**config.mk**
```make
export PLATFORM = sky130hd
export DESIGN_NAME = imm_pack
export DESIGN_NICKNAME = d
export VERILOG_FILES = /design/src/rtl/imm_pack.sv
export SDC_FILE = /design/constraint.sdc
export NUM_CORES = 1
export LEC_CHECK = 0
export BUFFER_PORTS_ARGS = -buffer_cell sky130_fd_sc_hd__buf_4
export CAP_MARGIN = 20
export CELL_PAD_IN_SITES_DETAIL_PLACEMENT = 0
export CELL_PAD_IN_SITES_GLOBAL_PLACEMENT = 1
export CORE_ASPECT_RATIO = 1.2
export CORE_MARGIN = 1.5
export CORE_UTILIZATION = 36
export CTS_CLUSTER_SIZE = 28
export DETAILED_ROUTE_END_ITERATION = 7
export PLACE_DENSITY_LB_ADDON = 0.1
export SLEW_MARGIN = 20
export SYNTH_ARGS = -nofsm -noshare
export SYNTH_HDL_FRONTEND = slang
export SYNTH_SLANG_ARGS = --single-unit
```
**constraint.sdc**
```tcl
create_clock -name clk -period 1.46 [get_ports clk]
set_input_delay 0.219 -clock clk [delete_from_list [all_inputs] [get_ports clk]]
set_output_delay 0.219 -clock clk [all_outputs]
set_load 0.01 [all_outputs]
```
**src/rtl/imm_pack.sv**
```systemverilog
// -----------------------------------------------------------------------------
// imm_pack -- pipelined immediate encoder (inverse of the immediate extender).
//
// Scatters a 32-bit signed immediate into the I/S/B-type fields of an
// instruction template. It is used on the loader / stimulus path to build
// instruction words before they are written to instruction memory.
//
// Two register stages:
//   S1 holds the template, the selector, the range verdict and the immediate
//      field bits, which are either truncated or clamped.
//   S2 holds the merged instruction word and the range-error flag.
//
// Handshake: a beat moves across an interface on a rising clk edge where
// valid && ready are both high. A producer holds its valid and payload
// steady until that edge. in_ready is combinational, and out_ready may feed
// it directly.
//
// Optional build macro:
//   IMM_PACK_SAT_EN  Out-of-range immediates are clamped to the nearest
//                    representable value. out_range_err is still raised.
//                    When the macro is undefined, the field bits are
//                    truncated.
//
// Parameters:
//   DATA_WIDTH  instruction/immediate width (only 32 is supported)
//   CNT_WIDTH   width of the saturating error counter
//
// Ports:
//   clk, rst_n     clock (rising edge), asynchronous active-low reset
//   in_valid       input beat valid
//   in_ready       input beat accepted when in_valid && in_ready
//   in_instr       instruction template (bits in immediate fields ignored)
//   in_imm         signed immediate
//   in_immsrc      00 I-type, 01 S-type, 10 B-type, 11 invalid
//   out_valid      output beat valid
//   out_ready      downstream accepts
//   out_instr      encoded instruction
//   out_range_err  immediate not representable, or in_immsrc == 11
//   cnt_clr        synchronous clear of err_count (wins over increment)
//   err_count      saturating count of errored output handshakes
// -----------------------------------------------------------------------------
module imm_pack #(
  parameter int DATA_WIDTH = 32,
  parameter int CNT_WIDTH  = 16
) (
  input  logic                  clk,
  input  logic                  rst_n,
  input  logic                  in_valid,
  output logic                  in_ready,
  input  logic [DATA_WIDTH-1:0] in_instr,
  input  logic [DATA_WIDTH-1:0] in_imm,
  input  logic [1:0]            in_immsrc,
  output logic                  out_valid,
  input  logic                  out_ready,
  output logic [DATA_WIDTH-1:0] out_instr,
  output logic                  out_range_err,
  input  logic                  cnt_clr,
  output logic [CNT_WIDTH-1:0]  err_count
);

  localparam logic [1:0] SRC_I = 2'b00;
  localparam logic [1:0] SRC_S = 2'b01;
  localparam logic [1:0] SRC_B = 2'b10;

  // ---------------------------------------------------------------------------
  // Pipeline flow control
  // ---------------------------------------------------------------------------
  logic s1_valid;
  logic s2_valid;
  logic s1_load;
  logic s2_load;
  logic in_fire;
  logic out_fire;

  // A stage may load when it is empty or when its contents leave this cycle.
  assign s2_load   = !s2_valid || out_ready;
  assign s1_load   = !s1_valid || s2_load;
  assign in_ready  = s1_load;
  assign in_fire   = in_valid && in_ready;
  assign out_fire  = s2_valid && out_ready;
  assign out_valid = s2_valid;

  // ---------------------------------------------------------------------------
  // Stage 1 combinational: range check and immediate field selection
  // ---------------------------------------------------------------------------
  // A value fits in 12 signed bits when imm[31:11] are all copies of the sign.
  // It fits in 13 signed bits when imm[31:12] are all copies of the sign.
  logic        hi_is_ok;
  logic        hi_b_ok;
  logic        range_ok;
  logic [12:0] field;

  assign hi_is_ok = (&in_imm[31:11]) || !(|in_imm[31:11]);
  assign hi_b_ok  = (&in_imm[31:12]) || !(|in_imm[31:12]);

  // field holds imm[12:0] as it will be scattered. I/S use bits 11:0.
  // B uses bits 12:1, and bit 0 is always dropped.
  always_comb begin
    range_ok = 1'b0;
    field    = 13'd0;
    unique case (in_immsrc)
      SRC_I, SRC_S: begin
        range_ok = hi_is_ok;
        field    = in_imm[12:0];
`ifdef IMM_PACK_SAT_EN
        // Clamp to [-2048, 2047], expressed in 13 bits.
        if (!hi_is_ok) begin
          field = in_imm[31] ? 13'h1800 : 13'h07FF;
        end
`endif
      end
      SRC_B: begin
        range_ok = hi_b_ok && !in_imm[0];
        field    = {in_imm[12:1], 1'b0};
`ifdef IMM_PACK_SAT_EN
        // Clamp to [-4096, 4094]. Bit 0 is already forced low above.
        if (!hi_b_ok) begin
          field = in_imm[31] ? 13'h1000 : 13'h0FFE;
        end
`endif
      end
      default: begin
        // An invalid selector passes the template through and flags an error.
        range_ok = 1'b0;
        field    = 13'd0;
      end
    endcase
  end

  // ---------------------------------------------------------------------------
  // Stage 1 registers
  // ---------------------------------------------------------------------------
  logic [31:0] s1_instr;
  logic [1:0]  s1_src;
  logic        s1_err;
  logic [12:0] s1_field;

  always_ff @(posedge clk or negedge rst_n) begin
    if (!rst_n) begin
      s1_valid <= 1'b0;
      s1_instr <= '0;
      s1_src   <= '0;
      s1_err   <= 1'b0;
      s1_field <= '0;
    end else begin
      // in_ready == s1_load, so S1 refills with whatever is offered.
      if (s1_load) begin
        s1_valid <= in_valid;
      end
      if (in_fire) begin
        s1_instr <= in_instr;
        s1_src   <= in_immsrc;
        s1_err   <= !range_ok;
        s1_field <= field;
      end
    end
  end

  // ---------------------------------------------------------------------------
  // Stage 2 combinational: merge the field into the template
  // ---------------------------------------------------------------------------
  logic [31:0] merged;

  always_comb begin
    merged = s1_instr;
    unique case (s1_src)
      SRC_I: merged = {s1_field[11:0], s1_instr[19:0]};
      SRC_S: merged = {s1_field[11:5], s1_instr[24:12], s1_field[4:0], s1_instr[6:0]};
      SRC_B: merged = {s1_field[12], s1_field[10:5], s1_instr[24:12],
                       s1_field[4:1], s1_field[11], s1_instr[6:0]};
      default: merged = s1_instr;
    endcase
  end

  // ---------------------------------------------------------------------------
  // Stage 2 registers (drive the output port directly)
  // ---------------------------------------------------------------------------
  always_ff @(posedge clk or negedge rst_n) begin
    if (!rst_n) begin
      s2_valid      <= 1'b0;
      out_instr     <= '0;
      out_range_err <= 1'b0;
    end else if (s2_load) begin
      s2_valid <= s1_valid;
      // Payload only changes when a real beat arrives. While the stage is
      // stalled, it holds steady.
      if (s1_valid) begin
        out_instr     <= merged;
        out_range_err <= s1_err;
      end
    end
  end

  // ---------------------------------------------------------------------------
  // Saturating error counter
  // ---------------------------------------------------------------------------
  always_ff @(posedge clk or negedge rst_n) begin
    if (!rst_n) begin
      err_count <= '0;
    end else if (cnt_clr) begin
      err_count <= '0;
    end else if (out_fire && out_range_err && (err_count != {CNT_WIDTH{1'b1}})) begin
      err_count <= err_count + CNT_WIDTH'(1);
    end
  end

endmodule

```
==> results_tabular.tex, run 1 <==
\begin{tabular}{lr}
\hline
Metric & Value \\
\hline
\multicolumn{2}{l}{\textbf{Drt}} \\
\quad Remaining routing DRC violations & 0 \\
\quad Detailed-route vias per instance & 4.72 \\
\quad Drt first pass iters & 4 \\
\quad Routed via count & 3212 \\
\quad Wirelength, routed & 10100 um \\
\quad Final routed wire length divided by cell count & 14.8 um \\
\quad Remaining number of nets flagged by the antenna check after routing & 0 \\
\quad Starting DRT DRC Count & 76 \\
\multicolumn{2}{l}{\textbf{Logic synthesis}} \\
\quad Primary flip-flop cell chosen by synthesis mapping & sky130\_fd\_sc\_hd\_\_dfrtp\_1 \\
\quad Cell variety after synth & 34 \\
\quad Total of flip-flops plus latches after synthesis & 99 \\
\quad Library cell with the largest summed area after synthesis & sky130\_fd\_sc\_hd\_\_dfrtp\_1 \\
\quad Synth warn & 0 \\
\quad Mean area per synthesized cell & 11.7 um\^{}2 \\
\quad FFs w/ async S/R, synth & 100\% \\
\quad Number of enable flip-flop cells after synthesis & 0 \\
\quad Area fraction of the dominant cell type after synthesis & 57.9\% \\
\quad Gate count after technology mapping & 365 \\
\quad Top cells by count, synth & sky130\_fd\_sc\_hd\_\_dfrtp\_1, sky130\_fd\_sc\_hd\_\_nand2\_1, sky130\_fd\_sc\_hd\_\_mux2\_2, sky130\_fd\_sc\_hd\_\_o21ai\_0, sky130\_fd\_sc\_hd\_\_mux2i\_1 \\
\quad Most area-consuming cells after synthesis & sky130\_fd\_sc\_hd\_\_dfrtp\_1, sky130\_fd\_sc\_hd\_\_mux2\_2, sky130\_fd\_sc\_hd\_\_nand2\_1 \\
\quad Post-synthesis instance area & 4280 um\^{}2 \\
\quad Synth Net Count & 437 \\
\quad Most frequent cell after synthesis & sky130\_fd\_sc\_hd\_\_dfrtp\_1 \\
\quad Register area share after synthesis & 57.9\% \\
\multicolumn{2}{l}{\textbf{STA}} \\
\quad Post-route fraction of the period consumed by the critical path & 101\% \\
\quad Final-report setup violation count & 2 \\
\quad Number of slew-limit violations in the final report & 0 \\
\quad Total count of hold-check failures in the final report & 0 \\
\quad Measured slew at the worst slew-check pin & 591 ps \\
\quad Max\_slew headroom & 60.6\% \\
\quad Max Clk Rate & 681 MHz \\
\quad Unrepaired setup endpoints after global routing & yes \\
\quad Worst-case clock skew & 6.37 ps \\
\quad Min Tclk post-route & 1470 ps \\
\quad Post-route worst setup slack & -8.72 ps \\
\multicolumn{2}{l}{\textbf{Power and ir drop}} \\
\quad Switching share of power & 26.6\% \\
\quad Overall Power & 7.41 mW \\
\quad Leakage & 2.93 nW \\
\quad Portion of total power attributed to combinational logic & 21.9\% \\
\quad Worst voltage drop across the vdd grid & 0.000483 V \\
\quad Net switching power figure & 1.97 mW \\
\quad Cell area power density & 1210 nW/um\^{}2 \\
\quad Pint & 5.44 mW \\
\quad Clock power frac & 31.8\% \\
\quad Portion of total power attributed to sequential cells & 46.2\% \\
\multicolumn{2}{l}{\textbf{Global routing}} \\
\quad First-pass GRT wire length & 15700 um \\
\quad Number of global-route vias before repair & 3141 \\
\quad Initial antenna violation count & 0 \\
\quad Pin count of the biggest net entering global routing & 100 \\
\quad All-layer global routing usage & 16.6\% \\
\quad Grt total ovfl & 0 \\
\multicolumn{2}{l}{\textbf{Worst setup path}} \\
\quad Slowest stage delay, CP & 390 ps \\
\quad R2R cell count & 6 \\
\quad Start of the worst register-to-register path & err\_count[1]\$\_DFFE\_PN0P\_ \\
\quad CP cell instances & ha\_4 -> nand3\_4 -> nor2\_8 -> o211ai\_4 -> or3\_1 -> a21oi\_1 \\
\quad Endpoint of the most critical setup path & err\_count[14]\$\_DFFE\_PN0P\_ \\
\quad Worst setup slack for register-to-register paths & -9 ps \\
\quad Largest fanout on the critical path & 6 \\
\quad Cell type group with the largest total delay on the critical path & simple AND/OR/NAND/NOR gates \\
\quad Endpoint of the lowest-slack register-to-register path & err\_count[14]\$\_DFFE\_PN0P\_ \\
\quad Worst setup EP type & flop \\
\quad Cell count along the critical path & 6 \\
\quad Worst Path Required & 1730 ps \\
\quad Classification of the worst setup path & flop to flop \\
\quad Startpoint of the worst setup timing path & err\_count[1]\$\_DFFE\_PN0P\_ \\
\quad Critical path buffers and inverters & 0 \\
\quad Data arrival, critical path & 1740 ps \\
\quad Kind of launch point of the worst setup path & flop \\
\quad Max stage delay cell, worst path & sky130\_fd\_sc\_hd\_\_dfrtp\_1 \\
\multicolumn{2}{l}{\textbf{Layout}} \\
\quad Antenna Cells & 0 \\
\quad Post-synthesis to final-layout area growth & 43.4\% \\
\quad Final cell utilization of the core & 53.1\% \\
\quad Final layout net count & 590 \\
\quad Fraction of layout instances using a drive strength above 1 & 46.5\% \\
\multicolumn{2}{l}{\textbf{Job}} \\
\quad Number of max-cap violations & 0 \\
\multicolumn{2}{l}{\textbf{Floorplan}} \\
\quad Floorplan die height & 122 um \\
\quad Rows & 43 \\
\quad Core area & 11600 um\^{}2 \\
\quad Initial core utilization & 37.0\% \\
\quad Overall die width & 103 um \\
\quad Die ar. & 12600 um\^{}2 \\
\quad I/O pin count & 122 \\
\multicolumn{2}{l}{\textbf{CTS}} \\
\quad Clock-pin slew of the registers on the worst-case setup and hold paths & 70 ps \\
\quad Number of buffers between clock root and the deepest sink & 2 \\
\quad Source-to-sink clock delay at the later pin of the worst-skew pair & 350 ps \\
\quad Total CTS buffers & 9 \\
\quad Clk root buf & sky130\_fd\_sc\_hd\_\_clkbuf\_16 \\
\quad TritonCTS clock tree & built \\
\quad Clock sink total & 99 \\
\quad Maximum level of the CTS H-tree & 3 \\
\multicolumn{2}{l}{\textbf{Placement}} \\
\quad Gpl congestion & 0.753 \\
\quad Port bufs & 121 \\
\quad Detailed Place HPWL & 7090 um \\
\multicolumn{2}{l}{\textbf{Run status}} \\
\quad Violations in the final reports & negative setup slack \\
\quad Outcome & finished, violations left \\
\multicolumn{2}{l}{\textbf{Worst hold path}} \\
\quad Class of the tightest hold or removal check & primary input to flop \\
\hline
\end{tabular}
## metrics by stage
stage / cell area (um^2) / setup slack (ps) / setup TNS, ps / hold slack, ps / cells
CTS: 5990 / 0.979 / 0 / 76.4 / 676
global route: 6140 / -89.2 / -963 / 91.3 / 680
finish: 6140 / -8.72 / -13.4 / 99.8 / 680
detailed placement: 5650 / -24.5 / -89.6 / 323 / 657
global placement: 5650 / -10.1 / -19.8 / 320 / 657
floorplan: 4320 / -72.6 / -327 / -76.6 / 365
## power by group through the flow
stage / Sequential, mW / Combinational, mW / Clock [mW]
after global placement: 3.45 / 1.56 / 0
after floorplan: 3.53 / 0.635 / 0
final: 3.43 / 1.63 / 2.36
after global routing: 3.48 / 1.79 / 2.56
after CTS: 3.42 / 1.59 / 2.46
after detailed placement: 3.47 / 1.58 / 0
## cells in the final DEF (no fill, tap or decap), types with 3 or more instances in the layout
| master | n |
|---|---|
| sky130_fd_sc_hd__a21oi_1 | 6 |
| sky130_fd_sc_hd__buf_12 | 5 |
| sky130_fd_sc_hd__buf_4 | 146 |
| sky130_fd_sc_hd__buf_6 | 6 |
| sky130_fd_sc_hd__clkbuf_16 | 10 |
| sky130_fd_sc_hd__dfrtp_1 | 95 |
| sky130_fd_sc_hd__dfrtp_2 | 4 |
| sky130_fd_sc_hd__mux2_2 | 35 |
| sky130_fd_sc_hd__mux2_4 | 14 |
| sky130_fd_sc_hd__mux2i_1 | 18 |
| sky130_fd_sc_hd__nand2_1 | 55 |
| sky130_fd_sc_hd__nand2b_1 | 4 |
| sky130_fd_sc_hd__nand3_1 | 3 |
| sky130_fd_sc_hd__nand4_1 | 10 |
| sky130_fd_sc_hd__nor2_1 | 17 |
| sky130_fd_sc_hd__nor4_1 | 5 |
| sky130_fd_sc_hd__o21ai_0 | 36 |
| sky130_fd_sc_hd__or3_1 | 3 |
| sky130_fd_sc_hd__xnor2_1 | 5 |
| sky130_fd_sc_hd__xor2_1 | 5 |
## worst min-delay path by stage
stage	depth (start not counted)	slack (ps)	endpoint	startpoint
2_1_floorplan	0	-80	err_count[0]$_DFFE_PN0P_	rst_n
3_3_place_gp	2	320	err_count[6]$_DFFE_PN0P_	rst_n
3_5_place_dp	2	320	err_count[6]$_DFFE_PN0P_	rst_n
4_1_cts	2	80	s1_valid$_DFFE_PN0N_	in_valid
5_1_grt	2	90	s1_instr[20]$_DFFE_PN0P_	in_instr[20]
6_report	2	100	s1_instr[22]$_DFFE_PN0P_	in_instr[22]
## state kept, by name, summed over array words and instances, names as in the netlist
name,cells
s1_instr,32
err_count,16
s1_valid,1
s1_src,2
out_range_err,1
out_valid,1
s1_err,1
out_instr,32
s1_field,13
## area by class of cell
type / instances / area, um^2
multi-input cells: 247 / 1860
repair buffers: 159 / 1300
well taps: 157 / 196
clock buffers: 10 / 229
fillers: 1078 / 5430
clock inverters: 6 / 65.1
flip-flops and latches: 99 / 2480
inverters: 2 / 7.51
## logic make-up after synthesis
group                      Yosys count  synth area share (%)
AOI/OAI and AO/OA                   53                  7.07
xor gates and xnor gates            11                  2.25
adders and majority gates            1                 0.292
buffers and inverters               19                  1.87
DFF                                 99                  57.9
muxes                               67                  17.1
and+or+nand+nor                    115                  13.5
## routing by layer
metal / track usage (%) / part of all wire, % / vias up
li1: - / - / 1591
met1: 21.6 / 43 / 1534
met2: 26.6 / 51 / 78
met3: 2.96 / 4.0 / 9
met4: 8.22 / 1.7 / 0
met5: 0 / 0 / -
## what timing repair did
item / CTS / global route
gates cloned: 0 / 1
hold buffers: 1 / 0
pin swaps: 6 / 10
endpoints found under the setup margin: 11 / 42
hold endpoints to repair: 99 / 0
buffers inserted: 2 / 3
resized for setup: 5 / 26
Note: power is estimated with default switching activity, not from simulation.
==> run 2, diff against run 1 <==
- CELL_PAD_IN_SITES_DETAIL_PLACEMENT: 0 -> 1
- CELL_PAD_IN_SITES_GLOBAL_PLACEMENT: 1 -> 2
- CORE_UTILIZATION: 36 -> 30
- SKIP_LAST_GASP: unset -> 1
==> run 2 against run 1 <==
Compared with the run above: fmax fell by 0.63%; final cell count grew 1.9%; sequential power barely moved; critical endpoint is now err_count[8]$_DFFE_PN0P_; non-clock buffer count is 1 lower; critical path depth decreased by 1; highest routed layer unchanged; die area up 19%; clock-buffer cell count fell by 1; cell area fell by 1.2%; the run ends with design-rule violations, negative setup slack left.
==> results_tabular.tex, run 2 (synthesis gave the netlist of run 1 again) <==
\begin{tabular}{lr}
\hline
Metric & Value \\
\hline
\multicolumn{2}{l}{\textbf{STA}} \\
\quad Unrepaired setup endpoints after global routing & yes \\
\quad Post-route fraction of the period consumed by the critical path & 101\% (+0.64 points) \\
\quad Max\_slew headroom & 69.4\% (+8.8 points) \\
\quad Measured slew at the worst slew-check pin & 459 ps (-132 ps) \\
\quad Final hold slack & 95.0 ps (-4.73 ps) \\
\quad Max Clk Rate & 677 MHz (-0.63\%) \\
\quad Number of slew-limit violations in the final report & 0 (unchanged) \\
\quad Total count of hold-check failures in the final report & 0 (unchanged) \\
\quad Worst-case clock skew & 8.68 ps (+2.31 ps) \\
\quad Final-report setup violation count & 4 (+2) \\
\quad Post-route worst setup slack & -18.0 ps (-9.28 ps) \\
\quad Min Tclk post-route & 1480 ps (+9.28 ps) \\
\multicolumn{2}{l}{\textbf{Layout}} \\
\quad Non-filler instance count after layout & 693 (+1.9\%) \\
\quad Registers with the highest flip-flop counts & out\_instr (32), s1\_instr (32), err\_count (16) \\
\quad Commonest cells after routing, fill and taps aside & sky130\_fd\_sc\_hd\_\_buf\_4, sky130\_fd\_sc\_hd\_\_dfrtp\_1, sky130\_fd\_sc\_hd\_\_nand2\_1 \\
\quad Filler Cells Inserted & 1546 (+43\%) \\
\quad Final layout net count & 589 (-0.17\%) \\
\quad Post-synthesis to final-layout area growth & 41.7\% \\
\quad Antenna Cells & 0 (unchanged) \\
\quad Fraction of layout instances using a drive strength above 1 & 46.6\% (+0.089 points) \\
\quad Most common library cell in the layout ignoring fill and taps & sky130\_fd\_sc\_hd\_\_buf\_4 \\
\multicolumn{2}{l}{\textbf{Run status}} \\
\quad Outcome & finished, violations left \\
\quad Violations in the final reports & design-rule violations, negative setup slack \\
\multicolumn{2}{l}{\textbf{CTS}} \\
\quad TritonCTS clock tree & built \\
\quad Source-to-sink clock delay at the later pin of the worst-skew pair & 350 ps (about the same) \\
\quad Clock-pin slew of the registers on the worst-case setup and hold paths & 70 ps (about the same) \\
\quad Total CTS buffers & 9 (unchanged) \\
\quad Clock sink total & 99 (unchanged) \\
\quad Maximum level of the CTS H-tree & 3 (unchanged) \\
\quad Number of buffers between clock root and the deepest sink & 2 (unchanged) \\
\quad Clk root buf & sky130\_fd\_sc\_hd\_\_clkbuf\_16 \\
\multicolumn{2}{l}{\textbf{Global routing}} \\
\quad Grt total ovfl & 0 (unchanged) \\
\quad First-pass GRT wire length & 18200 um (+16\%) \\
\quad Number of global-route vias before repair & 3606 (+15\%) \\
\quad Initial antenna violation count & 0 (unchanged) \\
\quad All-layer global routing usage & 15.6\% (-1.0 points) \\
\quad Pin count of the biggest net entering global routing & 63 (-37\%) \\
\multicolumn{2}{l}{\textbf{Power and ir drop}} \\
\quad Leakage & 2.84 nW (-2.8\%) \\
\quad Worst voltage drop across the vdd grid & 0.000658 V (+36\%) \\
\quad Cell area power density & 1230 nW/um\^{}2 (+2.1\%) \\
\multicolumn{2}{l}{\textbf{Drt}} \\
\quad Drt first pass iters & 8 (+4) \\
\quad Detailed-route vias per instance & 4.77 (+1.1\%) \\
\quad Remaining number of nets flagged by the antenna check after routing & 0 (unchanged) \\
\quad Routed via count & 3309 (+3.0\%) \\
\quad Final routed wire length divided by cell count & 16.0 um (+7.9\%) \\
\quad Wirelength, routed & 11100 um (+10\%) \\
\quad Starting DRT DRC Count & 143 (+88\%) \\
\quad Remaining routing DRC violations & 7 (+7) \\
\multicolumn{2}{l}{\textbf{Worst setup path}} \\
\quad Cell type group with the largest total delay on the critical path & flip-flops \\
\quad Critical path buffers and inverters & 1 (+1) \\
\quad Worst Path Required & 1690 ps (-40 ps) \\
\quad Worst setup EP type & flop \\
\quad Data arrival, critical path & 1710 ps (-30 ps) \\
\quad Kind of launch point of the worst setup path & flop \\
\quad Slowest stage delay, CP & 410 ps (+20 ps) \\
\quad Classification of the worst setup path & flop to flop \\
\quad CP cell instances & buf\_6 -> nand4\_1 -> o211ai\_4 -> xor2\_1 -> nor2\_1 \\
\quad Worst setup slack for register-to-register paths & -20 ps (about the same) \\
\quad Largest fanout on the critical path & 7 (+1) \\
\quad Max stage delay cell, worst path & sky130\_fd\_sc\_hd\_\_dfrtp\_1 \\
\multicolumn{2}{l}{\textbf{Placement}} \\
\quad Port bufs & 121 (unchanged) \\
\quad Gpl congestion & 0.759 (+0.88\%) \\
\quad Placed instance count & 671 (+2.1\%) \\
\quad Setup WS pre-CTS & -43.6 ps (-19.1 ps) \\
\quad Detailed Place HPWL & 8100 um (+14\%) \\
\multicolumn{2}{l}{\textbf{Job}} \\
\quad Number of max-cap violations & 0 (unchanged) \\
\multicolumn{2}{l}{\textbf{Floorplan}} \\
\quad Overall die width & 112 um (+9.3\%) \\
\quad Floorplan die height & 134 um (+9.3\%) \\
\quad I/O pin count & 122 (unchanged) \\
\quad Core area & 13900 um\^{}2 (+20\%) \\
\quad Rows & 47 (+9.3\%) \\
\quad Die ar. & 15000 um\^{}2 (+19\%) \\
\quad Initial core utilization & 30.8\% (-6.2 points) \\
\multicolumn{2}{l}{\textbf{Worst hold path}} \\
\quad Class of the tightest hold or removal check & primary input to flop \\
\hline
\end{tabular}
-- run 2: worst paths after layout --
path / from / end / cells after the start
max in group asynchronous: rst_n / err_count[0]$_DFFE_PN0P_ / 3
setup reg to reg: err_count[9]$_DFFE_PN0P_ / err_count[8]$_DFFE_PN0P_ / 5
hold reg to reg: out_instr[27]$_DFFE_PN0P_ / out_instr[27]$_DFFE_PN0P_ / 2
min in group asynchronous: rst_n / err_count[12]$_DFFE_PN0P_ / 2
setup / recovery: err_count[9]$_DFFE_PN0P_ / err_count[8]$_DFFE_PN0P_ / 5
hold / removal: in_instr[10] / s1_instr[10]$_DFFE_PN0P_ / 2
-- run 2: metal layers --
| layer | GRT usage [%] | share of wire (%) |
|---|---|---|
| met1 | 19.2 | 42 |
| met2 | 27.0 | 52 |
| met3 | 3.71 | 4.8 |
| met4 | 5.27 | 1.2 |
| met5 | 0 | 0 |
-- run 2: power breakdown --
group | internal [mW] | switching (mW) | leakage, nW
Clock | 1.36 | 1.12 | 0.149
Combinational | 0.882 | 0.683 | 1.49
Sequential | 3.17 | 0.261 | 1.21
Total | 5.41 | 2.06 | 2.84
-- run 2: through the flow --
stage / util [%] / setup TNS (ps) / total power, mW / area, um^2
floorplan: - / -327 / 4.17 / 4320
global placement: 40.6 / -33.9 / 5.01 / 5640
detailed placement: 40.6 / -344 / 5.06 / 5640
CTS: 43.2 / -82.0 / 7.61 / 6000
global route: 43.7 / -1050 / 7.95 / 6060
finish: 43.7 / -30.0 / 7.48 / 6060
-- run 2: repair_timing --
action	4_1_cts	5_1_grt
pin swaps	6	5
endpoints found under the setup margin	14	30
buffers inserted	1	3
gates resized for setup	8	5
hold endpoints to repair	99	0
cloned	0	1
hold buffers	1	0
-- run 2: final cells by class --
class	count	area, um^2	share of cell area (%)
Clock buffer	9	225	3.71
Sequential cell	99	2480	41.0
Inverter	2	7.51	0.124
Multi-Input combinational cell	247	1790	29.5
Clock inverter	7	88.8	1.47
Tap cell	171	214	3.53
Timing Repair Buffer	158	1250	20.7
==> run 3, diff against run 2 <==
- SKIP_CTS_REPAIR_TIMING: unset -> 1
==> run 3 against run 2 <==
Compared with the run above: the run still ends with design-rule violations, negative setup slack left; die area unchanged; combinational power about the same; cell area rose by 0.27%; wire length is 0.49% lower.
==> results_tabular.tex, run 3 (synthesis gave the netlist of run 1 again) <==
\begin{tabular}{lr}
\hline
Metric & Value \\
\hline
\multicolumn{2}{l}{\textbf{Run status}} \\
\quad Outcome & finished, violations left \\
\quad Violations in the final reports & design-rule violations, negative setup slack \\
\multicolumn{2}{l}{\textbf{Global routing}} \\
\quad Pin count of the biggest net entering global routing & 63 (unchanged) \\
\quad Number of global-route vias before repair & 3581 (-0.69\%) \\
\quad Grt total ovfl & 0 (unchanged) \\
\quad Initial antenna violation count & 0 (unchanged) \\
\quad First-pass GRT wire length & 18200 um (-0.27\%) \\
\quad All-layer global routing usage & 15.6\% (-0.049 points) \\
\multicolumn{2}{l}{\textbf{Power and ir drop}} \\
\quad Leakage & 2.85 nW (+0.31\%) \\
\quad Cell area power density & 1230 nW/um\^{}2 (-0.42\%) \\
\quad Worst voltage drop across the vdd grid & 0.000658 V (about the same) \\
\multicolumn{2}{l}{\textbf{CTS}} \\
\quad Source-to-sink clock delay at the later pin of the worst-skew pair & 350 ps (about the same) \\
\quad Maximum level of the CTS H-tree & 3 (unchanged) \\
\quad TritonCTS clock tree & built \\
\quad Clk root buf & sky130\_fd\_sc\_hd\_\_clkbuf\_16 \\
\quad Number of buffers between clock root and the deepest sink & 2 (unchanged) \\
\quad Clock sink total & 99 (unchanged) \\
\quad Total CTS buffers & 9 (unchanged) \\
\quad Clock-pin slew of the registers on the worst-case setup and hold paths & 70 ps (about the same) \\
\multicolumn{2}{l}{\textbf{STA}} \\
\quad Final hold slack & 87.3 ps (-7.78 ps) \\
\quad Max\_slew headroom & 69.4\% (about the same) \\
\quad Unrepaired setup endpoints after global routing & yes \\
\quad Post-route fraction of the period consumed by the critical path & 106\% (+4.6 points) \\
\quad Measured slew at the worst slew-check pin & 459 ps (+0.558 ps) \\
\quad Total count of hold-check failures in the final report & 0 (unchanged) \\
\quad Min Tclk post-route & 1550 ps (+67.4 ps) \\
\quad Post-route worst setup slack & -85.4 ps (-67.4 ps) \\
\quad Max Clk Rate & 647 MHz (-4.4\%) \\
\quad Number of slew-limit violations in the final report & 0 (unchanged) \\
\quad Worst-case clock skew & 7.68 ps (-1.01 ps) \\
\quad Final-report setup violation count & 8 (+4) \\
\multicolumn{2}{l}{\textbf{Worst hold path}} \\
\quad Worst Hold Depth & 2 (unchanged) \\
\quad Hold Path End & s1\_valid\$\_DFFE\_PN0N\_ \\
\quad Class of the tightest hold or removal check & primary input to flop \\
\quad HP Start & in\_valid \\
\multicolumn{2}{l}{\textbf{Placement}} \\
\quad Port bufs & 121 (unchanged) \\
\quad Gpl congestion & 0.759 (unchanged) \\
\quad Detailed Place HPWL & 8100 um (unchanged) \\
\quad Post-Place Cell Area & 5640 um\^{}2 (unchanged) \\
\multicolumn{2}{l}{\textbf{Drt}} \\
\quad Wire length on met1 & 4630 um (-1.5\%) \\
\quad Remaining routing DRC violations & 7 (unchanged) \\
\quad Highest routing layer actually used & met4 \\
\quad Detailed-route vias per instance & 4.75 (-0.51\%) \\
\quad Starting DRT DRC Count & 121 (-15\%) \\
\quad Drt first pass iters & 8 (unchanged) \\
\quad Routed via count & 3311 (+0.060\%) \\
\quad Remaining number of nets flagged by the antenna check after routing & 0 (unchanged) \\
\quad WL met3 & 544 um (+3.0\%) \\
\quad Met2 Wirelength & 5670 um (-0.54\%) \\
\quad Final routed wire length divided by cell count & 15.8 um (-1.1\%) \\
\quad Wirelength, routed & 11000 um (-0.49\%) \\
\multicolumn{2}{l}{\textbf{Floorplan}} \\
\quad Floorplan die height & 134 um (unchanged) \\
\quad Overall die width & 112 um (unchanged) \\
\quad I/O pin count & 122 (unchanged) \\
\quad Die ar. & 15000 um\^{}2 (unchanged) \\
\quad Rows & 47 (unchanged) \\
\quad Core area & 13900 um\^{}2 (unchanged) \\
\quad Initial core utilization & 30.8\% (unchanged) \\
\multicolumn{2}{l}{\textbf{Worst setup path}} \\
\quad Classification of the worst setup path & flop to flop \\
\quad Endpoint of the lowest-slack register-to-register path & err\_count[15]\$\_DFFE\_PN0P\_ \\
\quad Largest fanout on the critical path & 4 (-3) \\
\quad Worst Path Required & 1700 ps (about the same) \\
\quad Data arrival, critical path & 1790 ps (+80 ps) \\
\quad Worst setup EP type & flop \\
\quad Kind of launch point of the worst setup path & flop \\
\quad Start of the worst register-to-register path & err\_count[6]\$\_DFFE\_PN0P\_ \\
\quad Worst setup slack for register-to-register paths & -90 ps (-70 ps) \\
\quad R2R cell count & 6 (+1) \\
\quad Startpoint of the worst setup timing path & err\_count[6]\$\_DFFE\_PN0P\_ \\
\multicolumn{2}{l}{\textbf{Layout}} \\
\quad Most common library cell in the layout ignoring fill and taps & sky130\_fd\_sc\_hd\_\_buf\_4 \\
\quad Fraction of layout instances using a drive strength above 1 & 47.1\% (+0.60 points) \\
\quad Final design instance area without fill & 6080 um\^{}2 (+0.27\%) \\
\quad Final cell utilization of the core & 43.8\% (+0.12 points) \\
\quad Antenna Cells & 0 (unchanged) \\
\quad Commonest cells after routing, fill and taps aside & sky130\_fd\_sc\_hd\_\_buf\_4, sky130\_fd\_sc\_hd\_\_dfrtp\_1, sky130\_fd\_sc\_hd\_\_nand2\_1 \\
\quad Final layout net count & 593 (+0.68\%) \\
\quad Filler Cells Inserted & 1549 (+0.19\%) \\
\quad Registers with the highest flip-flop counts & out\_instr (32), s1\_instr (32), err\_count (16) \\
\quad Post-synthesis to final-layout area growth & 42.0\% \\
\multicolumn{2}{l}{\textbf{Job}} \\
\quad Number of max-cap violations & 0 (unchanged) \\
\hline
\end{tabular}
-- run 3: changes by cell type in the layout (fill, tap and decap cells not counted), sizes merged --
cell / delta
buf: +5
clkbuf: -1
-- run 3: routing by layer --
layer  track usage, %  vias up
li1                 -     1596
met1             19.2     1622
met2             26.8       83
met3             3.71       10
met4             5.27        0
met5                0        -
-- run 3: report_power, final --
| group | total (mW) | internal (mW) | leakage (nW) | switching (mW) |
|---|---|---|---|---|
| sequential | 3.43 | 3.17 | 1.21 | 0.257 |
| clock | 2.48 | 1.36 | 0.149 | 1.12 |
| combinational | 1.55 | 0.875 | 1.50 | 0.679 |
| total | 7.47 | 5.41 | 2.85 | 2.06 |
-- run 3: stage by stage --
stage / cells / TNS [ps] / power (mW) / setup WS, ps
final: 697 / -190 / 7.47 / -85.4
after global routing: 697 / -1650 / 7.94 / -151
after CTS: 687 / -544 / 7.59 / -61.0
after detailed placement: 671 / -344 / 5.06 / -43.6
after global placement: 671 / -33.9 / 5.01 / -14.1
after floorplan: 365 / -327 / 4.17 / -72.6
-- run 3: critical path, stage by stage, from the launching register on --
cell,delay (ps)
sky130_fd_sc_hd__dfrtp_2,420
sky130_fd_sc_hd__nand2_1,120
sky130_fd_sc_hd__nor4_4,370
sky130_fd_sc_hd__buf_4,180
sky130_fd_sc_hd__nand4b_1,120
sky130_fd_sc_hd__xor2_1,170
sky130_fd_sc_hd__nor2_1,60
-- run 3: how the worst max path moves through the flow --
| stage | end | slack (ps) | depth (start not counted) |
|---|---|---|---|
| floorplan | err_count[10]$_DFFE_PN0P_ | -70 | 6 |
| global route | err_count[15]$_DFFE_PN0P_ | -150 | 6 |
| CTS | err_count[11]$_DFFE_PN0P_ | -60 | 5 |
| finish | err_count[15]$_DFFE_PN0P_ | -90 | 6 |
| global placement | err_count[15]$_DFFE_PN0P_ | -10 | 5 |
| detailed placement | err_count[1]$_DFFE_PN0P_ | -40 | 5 |
-- run 3: final cells by class --
cell class / count / area (um^2) / share of cell area (%)
clock buffers: 9 / 225 / 3.70
flip-flops and latches: 99 / 2480 / 40.9
multi-input cells: 247 / 1790 / 29.5
inverters: 2 / 7.51 / 0.123
repair buffers: 162 / 1270 / 20.8
clock inverters: 7 / 88.8 / 1.46
well taps: 171 / 214 / 3.52
